<file path="src/rtl/crossing_arb_pkg.sv">
// crossing_arb_pkg: shared types and defaults for the crossing-block arbiter.
package crossing_arb_pkg;
    localparam int N_REQ_DEF = 4;
    localparam int WIDTH_DEF = 8;
    localparam int ID_MAX_W = 3;
    typedef enum logic [1:0] {IDLE, EXEC, RESP} state_t;
    typedef struct packed {
        logic [ID_MAX_W-1:0] id;
        logic [WIDTH_DEF-1:0] pass;
        logic [WIDTH_DEF-1:0] sum;
        logic ovf;
    } result_t;
endpackage

</file>
<file path="src/rtl/crossing_unit.sv">
// crossing_unit: combinational shared adder, o1 = i1, o2 = i1 + i2.
// Saturating sum when CROSSING_ARB_SAT_EN is defined, wrap-around otherwise.
module crossing_unit import crossing_arb_pkg::*; #(
    parameter int WIDTH = WIDTH_DEF
) (
    input  logic [WIDTH-1:0] i1,
    input  logic [WIDTH-1:0] i2,
    output logic [WIDTH-1:0] o1,
    output logic [WIDTH-1:0] o2,
    output logic ovf
);
    logic [WIDTH:0] s;
    assign s = {1'b0, i1} + {1'b0, i2};
    assign o1 = i1;
    assign ovf = s[WIDTH];
`ifdef CROSSING_ARB_SAT_EN
    assign o2 = s[WIDTH] ? '1 : s[WIDTH-1:0];
`else
    assign o2 = s[WIDTH-1:0];
`endif
endmodule

</file>
<file path="src/rtl/crossing_block_arbiter.sv">
// crossing_block_arbiter: round-robin arbiter sequencing requesters onto one shared adder.
// Sum saturation is selected in crossing_unit by CROSSING_ARB_SAT_EN.
module crossing_block_arbiter import crossing_arb_pkg::*; #(
    parameter int N_REQ = N_REQ_DEF,
    parameter int WIDTH = WIDTH_DEF,
    parameter int ID_W = $clog2(N_REQ)
) (
    input  logic clk,
    input  logic reset_n,
    input  logic [N_REQ-1:0] io_req_valid,
    output logic [N_REQ-1:0] io_req_ready,
    input  logic [N_REQ*WIDTH-1:0] io_req_a,
    input  logic [N_REQ*WIDTH-1:0] io_req_b,
    output logic io_resp_valid,
    input  logic io_resp_ready,
    output logic [ID_W-1:0] io_resp_id,
    output logic [WIDTH-1:0] io_resp_pass,
    output logic [WIDTH-1:0] io_resp_sum,
    output logic io_resp_ovf,
    output logic io_busy
);
    state_t state;
    logic [ID_W-1:0] ptr, sel, op_id;
    logic [WIDTH-1:0] op_a, op_b, u_pass, u_sum;
    logic any, fire, u_ovf;
    // Rotated priority encoder: scan from the far end so the slot nearest ptr wins.
    always_comb begin
        int j;
        sel = '0;
        any = 1'b0;
        j = 0;
        for (int i = N_REQ - 1; i >= 0; i--) begin
            j = int'(ptr) + i;
            j = (j >= N_REQ) ? j - N_REQ : j;
            if (io_req_valid[j]) begin
                sel = ID_W'(j);
                any = 1'b1;
            end
        end
    end
    assign fire = reset_n && state == IDLE && any;
    assign io_req_ready = fire ? N_REQ'(1) << sel : '0;
    crossing_unit #(.WIDTH(WIDTH)) u_unit (
        .i1(op_a),
        .i2(op_b),
        .o1(u_pass),
        .o2(u_sum),
        .ovf(u_ovf)
    );
    always_ff @(posedge clk or negedge reset_n) begin
        if (!reset_n) begin
            state <= IDLE;
            ptr <= '0;
            op_a <= '0;
            op_b <= '0;
            op_id <= '0;
            io_resp_valid <= 1'b0;
            io_resp_id <= '0;
            io_resp_pass <= '0;
            io_resp_sum <= '0;
            io_resp_ovf <= 1'b0;
            io_busy <= 1'b0;
        end else begin
            case (state)
                IDLE: if (fire) begin
                    op_a <= io_req_a[sel*WIDTH +: WIDTH];
                    op_b <= io_req_b[sel*WIDTH +: WIDTH];
                    op_id <= sel;
                    ptr <= (sel == ID_W'(N_REQ - 1)) ? '0 : sel + 1'b1;
                    io_busy <= 1'b1;
                    state <= EXEC;
                end
                EXEC: begin
                    io_resp_id <= op_id;
                    io_resp_pass <= u_pass;
                    io_resp_sum <= u_sum;
                    io_resp_ovf <= u_ovf;
                    io_resp_valid <= 1'b1;
                    state <= RESP;
                end
                default: if (io_resp_ready) begin
                    io_resp_valid <= 1'b0;
                    io_busy <= 1'b0;
                    state <= IDLE;
                end
            endcase
        end
    end
endmodule

</file>
<file path="config.mk">
export PLATFORM = sky130hd
export DESIGN_NAME = crossing_block_arbiter
export DESIGN_NICKNAME = d
export VERILOG_FILES = /design/src/rtl/crossing_arb_pkg.sv /design/src/rtl/crossing_unit.sv /design/src/rtl/crossing_block_arbiter.sv
export SDC_FILE = /design/constraint.sdc
export NUM_CORES = 1
export LEC_CHECK = 0
export CAP_MARGIN = 20
export CORE_ASPECT_RATIO = 1.25
export CORE_MARGIN = 5
export CORE_UTILIZATION = 45
export DETAILED_ROUTE_END_ITERATION = 7
export GPL_TIMING_DRIVEN = 0
export PLACE_DENSITY = 0.82
export SETUP_SLACK_MARGIN = 0.02
export SYNTH_ARGS = -nofsm -noshare
export SYNTH_HDL_FRONTEND = slang
export SYNTH_SLANG_ARGS = --single-unit
</file>
<file path="constraint.sdc">
create_clock -name clk -period 2.9 [get_ports clk]
set_input_delay 0.58 -clock clk [delete_from_list [all_inputs] [get_ports clk]]
set_output_delay 0.58 -clock clk [all_outputs]
set_load 0.01 [all_outputs]
</file>
Yosys cells after proc, flatten, opt, wreduce, memory -nomap -nowiden:

Cells that the tools add are included.
W data, S select, Z words.

* bits of input ports: 71
* flip-flop bits (word level): 43
* logic and storage cells: 79
* output and inout bits: 25

* equality and inequality tests: 3
* bitwise gates (word level): 2
* shift operators: 3
* order comparisons: 8
* reduce and logical (&&, ||, !) cells: 10
* mux-type cells: 33
* $add $sub $neg: 9

Operators with widths (number)
* $lt A32 B4 Y1 const B: 4
* $mux W32: 4
* $shiftx A32 B6 Y8: 2
* $mux W1: 14
* $mux W2: 7
* $sub A3 B3 Y4 const B: 3
* $add A8 B8 Y9: 1
* $ge A3 B3 Y1 const B: 3
* $bmux W1 S2: 4
* $add A2 B2 Y3 const B: 2
* $reduce_and A2 Y1: 3
* $mux W4: 1
* $pmux W1 S2: 2
* $pmux W2 S2: 1
* $reduce_bool A2 Y1: 2
* $shl A1 B2 Y4 const A: 1
* $sub A2 B3 Y4 const B: 1
* $add A2 B1 Y3 const B: 1
* $ge A2 B3 Y1 const B: 1
* $reduce_and A3 Y1: 1
* $reduce_bool A3 Y1: 1
* $add A2 B1 Y2 const B: 1
* $eq A2 B1 Y1 const B: 1
* $eq A2 B2 Y1 const B: 1
* other kinds (4): 6

Longest topological paths before layout:

* depth in word-level cells: 13
* mapped depth: 9
* gate-level depth less buffers: 7

By module:

From an unflattened synthesis, not the netlist that was laid out.

* cell total of the unflattened synthesis: 232
* area total of the unflattened synthesis: 2617.5 um^2

Modules (own cells, without submodules)
* crossing_block_arbiter: sequential area each 1076.0 um^2, cells an instance 182, area an instance 2233.4 um^2, times used 1
* crossing_unit: sequential area each 0.0 um^2, cells an instance 50, area an instance 384.1 um^2, times used 1

Least setup slack after synthesis:

OpenSTA, ideal clock, no wires.

* kind: input to output
* start point: input io_req_valid[2]
* end point: output io_req_ready[2]
* data required time: 2320 ps
* slack: 585 ps
* arrival: 1735 ps
* stages on the path: 8
* buffers on the path: 2
* cell sequence: nor2b_1 > a21boi_1 > o32ai_2 > buf_6 > buf_6 > inv_2 > ha_1 > and2_1

* longest elaborated chain between the ends: 9
* elaborated cells on any way between the ends: 23
* those cells by class: shift: 1; mux: 21; reduce/logical: 1

Ends and longest elaborated chain
* start: declaration: RTL line crossing_block_arbiter.sv:10 `input logic [N_REQ-1:0] io_req_valid,`
* $bmux W1 S2: RTL line crossing_block_arbiter.sv:35 `if (io_req_valid[j]) begin`
* $mux W1 (not written as such) (2 in series): RTL line crossing_block_arbiter.sv:35
* $mux W2 (3 in series): RTL line crossing_block_arbiter.sv:35
* $mux W2 (*): RTL line crossing_block_arbiter.sv:35
* named net sel[1]: RTL line crossing_block_arbiter.sv:23 `logic [ID_W-1:0] ptr, sel, op_id;`
* $shl A1 B2 Y4 (*): RTL line crossing_block_arbiter.sv:42 `assign io_req_ready = fire ? N_REQ'(1) << sel : '0;`
* $mux W4 (*): RTL line crossing_block_arbiter.sv:42
* end: declaration: RTL line crossing_block_arbiter.sv:11 `output logic [N_REQ-1:0] io_req_ready,`

The timed path passes the listed nets; every way through them passes the cells marked *. The select of a mux whose other input is x is not followed.

Worst setup path in the final report:

* start point: input io_req_valid[1]
* end point: output io_req_ready[0]

* longest elaborated chain between the ends: 9
* elaborated cells on any way between the ends: 23
* those cells by class: shift: 1; mux: 21; reduce/logical: 1

Ends and longest elaborated chain (RTL line)
* $bmux W1 S2: crossing_block_arbiter.sv:35
* $mux W1 (not written as such) (2 in series): crossing_block_arbiter.sv:35
* $mux W2 / $mux W1 (equally long branches) (4 in series): crossing_block_arbiter.sv:35
* $shl A1 B2 Y4 / $logic_and A1 B1 Y1 (equally long branches): crossing_block_arbiter.sv:42, crossing_block_arbiter.sv:41
* $mux W4 (*): crossing_block_arbiter.sv:42

Mark *: on every way between the ends. The rest lies on a longest branch, timed or not. The select of a mux whose other input is x is not followed.

==> results.toml <==
[logic_synthesis]
syn_nets = 337
netlist_area_sq_um = 2484
synth-main-ff-cell = "dfrtp_1"
netlist_instances = 253
yosys_warnings = 0
synth_cell_types = 41
ys_seq_elements = 43
async_flop_share = 1.000
ys_seq_area_frac = 0.4332
postSynthAreaPerCell_sq_um = 9.817
synth-edff-count = 0

[setup_path]
r2r_end = "op_a[2]$_DFFE_PN0P_"
path_max_fanout = 10
start_kind = "input pin"
cp_data_required_time_ps = 2320
startpoint = "io_req_valid[1]"
cp.arrival_ps = 2220
crit_path_end = "io_req_ready[0]"
endpoint_kind = "primary output"
setup.worst_path.class = "in2out"
r2r_slack_ps = 720
r2r-start = "ptr[1]$_DFFE_PN0P_"
r2r_cells = 9

[clock_tree]
cts_buffer_depth = 2
cts_tree = "done"
cts-root-buf = "clkbuf_8"
worstSkewPairLatency_ps = 290
clock_sinks = 43
path_clk_slew_ps = 90
cts_max_level = 2
cts_buffers = 5

[cells_and_area]
num_antenna_cells = 0
nets = 447
fin_util = 0.6919
area_growth_pct = 50.58
layout-drive-gt1-share = 0.09890
stdcell_area_sq_um = 3740

[floorplan]
ios = 96
start_util = 0.4595
die_h_microns = 93.06
chipWidth_microns = 76.45
rows = 30
dieArea_sq_um = 7114
core_sq_um = 5405

[placement]
gp_congestion = 0.8712
placed_area_sq_um = 3537
dp_hpwl_microns = 5288
port_buffers = 95
place_ws_ps = -510.4

[sta]
setup_slack_ps = 104.7
setup_viol = 0
hold_viol = 0
tightest_slew_ps = 553.3
slew_headroom = 0.6312
whs_ps = 262.5
fmax_ghz = 0.3577
period_minus_slack_ps = 2795
grt_setup_unrepaired = "no"
clock_skew_ps = 7.636
period_share = 0.9639
slew_viol_final = 0

[routing]
drt_first_iter_violations = 129
avgViaCountPerCell = 5.367
ant_nets = 0
firstDrtPassIters = 4
finalWirelength_microns = 6980
via_count = 2297
wl_per_cell_microns = 16.31
drc_errors = 0

[global_route]
grt_overflow = 0
grt_start_max_net_pins = 24
grt_usage = 0.1989
grt_pass1_wl_microns = 11390
antenna_found_initial = 0
grt_pass1_vias = 2378

[job]
drv_cap = 0

[worst_hold_path]
hp-class = "in2async"

[power_and_ir_drop]
power_density_nw_per_um2 = 924.3
leakage_nw = 1.805
ir_drop_uv = 394.4
power_mw = 3.457

[status]
status = "completed"
## worst min-delay path by stage
stage,from,to,slack [ps],cells after the start
after global placement,op_id[1]$_DFFE_PN0P_,io_resp_id[1]$_DFFE_PN0P_,460,2
after detailed placement,op_id[0]$_DFFE_PN0P_,op_id[0]$_DFFE_PN0P_,470,2
after floorplan,reset_n,io_busy$_DFFE_PN0P_,280,0
after CTS,reset_n,ptr[1]$_DFFE_PN0P_,270,1
after global routing,reset_n,ptr[1]$_DFFE_PN0P_,300,1
final,reset_n,ptr[1]$_DFFE_PN0P_,260,1
## per-stage QoR
stage / TNS (ps) / instances
5_1_grt: 0 / 428
6_report: 0 / 428
4_1_cts: 0 / 426
3_5_place_dp: -1974 / 413
2_1_floorplan: 0 / 253
3_3_place_gp: -20390 / 412
## layer usage
layer,vias up,wire [microns],GRT usage
met4,0,156,0.07872
li1,1112,-,-
met1,1085,2706,0.2322
met2,91,3679,0.3557
met3,9,436,0.03950
met5,-,0,0
## registers in the layout, indices dropped and copies added, names as in the netlist
signal / cells
op_b: 8
io_busy: 1
io_resp_ovf: 1
io_resp_valid: 1
ptr: 2
op_id: 2
op_a: 8
state: 2
io_resp_sum: 8
io_resp_id: 2
io_resp_pass: 8
## cells in the final DEF (no fill, tap or decap), types with 2 or more instances in the layout
| master | Yosys | layout |
|---|---|---|
| clkbuf_2 | 0 | 2 |
| o21ai_1 | 6 | 6 |
| buf_12 | 0 | 2 |
| and2_1 | 4 | 4 |
| clkdlybuf4s50_1 | 0 | 86 |
| dlygate4sd2_1 | 0 | 3 |
| a211oi_1 | 2 | 2 |
| nor2b_1 | 5 | 4 |
| dfrtp_1 | 43 | 43 |
| xnor2_1 | 2 | 2 |
| nor2_1 | 7 | 7 |
| o221ai_1 | 16 | 16 |
| o21ai_0 | 4 | 4 |
| clkbuf_8 | 0 | 6 |
| mux2i_1 | 32 | 32 |
| ha_1 | 12 | 12 |
| buf_4 | 0 | 6 |
| clkbuf_1 | 6 | 6 |
| o31ai_1 | 2 | 2 |
| inv_2 | 2 | 2 |
| nand2_1 | 71 | 71 |
| o21a_1 | 2 | 2 |
| inv_1 | 4 | 4 |
| a21oi_1 | 5 | 5 |
| buf_8 | 2 | 2 |
| xor2_1 | 2 | 2 |
| nor3_1 | 2 | 2 |
| buf_2 | 2 | 3 |
## Yosys cell counts (2+ instances only)
| master | count | share of area |
|---|---|---|
| o21a_1 | 2 | 0.0060 |
| mux2i_1 | 32 | 0.13 |
| o21ai_0 | 4 | 0.0081 |
| o221ai_1 | 16 | 0.056 |
| and2_1 | 4 | 0.010 |
| nor2_1 | 7 | 0.011 |
| o21ai_1 | 6 | 0.012 |
| dfrtp_1 | 43 | 0.43 |
| buf_2 | 2 | 0.0040 |
| buf_8 | 2 | 0.012 |
| clkbuf_1 | 6 | 0.0091 |
| o31ai_1 | 2 | 0.0060 |
| inv_1 | 4 | 0.0060 |
| a21oi_1 | 5 | 0.010 |
| ha_1 | 12 | 0.060 |
| xnor2_1 | 2 | 0.0071 |
| xor2_1 | 2 | 0.0071 |
| nor3_1 | 2 | 0.0040 |
| inv_2 | 2 | 0.0030 |
| nor2b_1 | 5 | 0.013 |
| a211oi_1 | 2 | 0.0060 |
| nand2_1 | 71 | 0.11 |
| buf_6 | 2 | 0.0091 |
## kinds of logic after synthesis
logic type,synth area share
AND/OR/NAND/NOR,0.1627
AO/OA/AOI/OAI,0.1491
flip-flops,0.4332
multiplexers,0.1290
buffers and inverters,0.04332
adder cells (fa/ha/maj),0.06851
XOR/XNOR,0.01411
## where the power goes
part           total, mW  internal (mW)  switching (mW)  leakage [nW]
Clock              0.483          0.279           0.204        0.0612
Sequential          1.09          0.875           0.216         0.538
Combinational       1.88          0.953           0.930          1.21
## critical path, stage by stage
cell and delay [ps]:
clkdlybuf4s15_1 240, nor2b_4 160, a21boi_4 200, o32ai_2 100, buf_6 150, buf_12 120, buf_12 140, ha_1 170
and2_1 130, clkdlybuf4s15_2 220
## final cells by class
cell class,instances,area (sq um)
fill,440,1665
multi-input combinational,192,1321
sequential,43,1076
timing repair buffer,104,1049
clock buffer,6,82.58
tap,64,80.08
buffer,11,73.82
clock inverter,2,35.03
inverter,6,22.52
## what timing repair did
item                       CTS  global route
resized for setup           16             7
setup endpoints to repair    4             3
pin swaps                    1             1
setup buffers                6             2
hold buffers                 0             0
(Power assumes the default switching activity.)
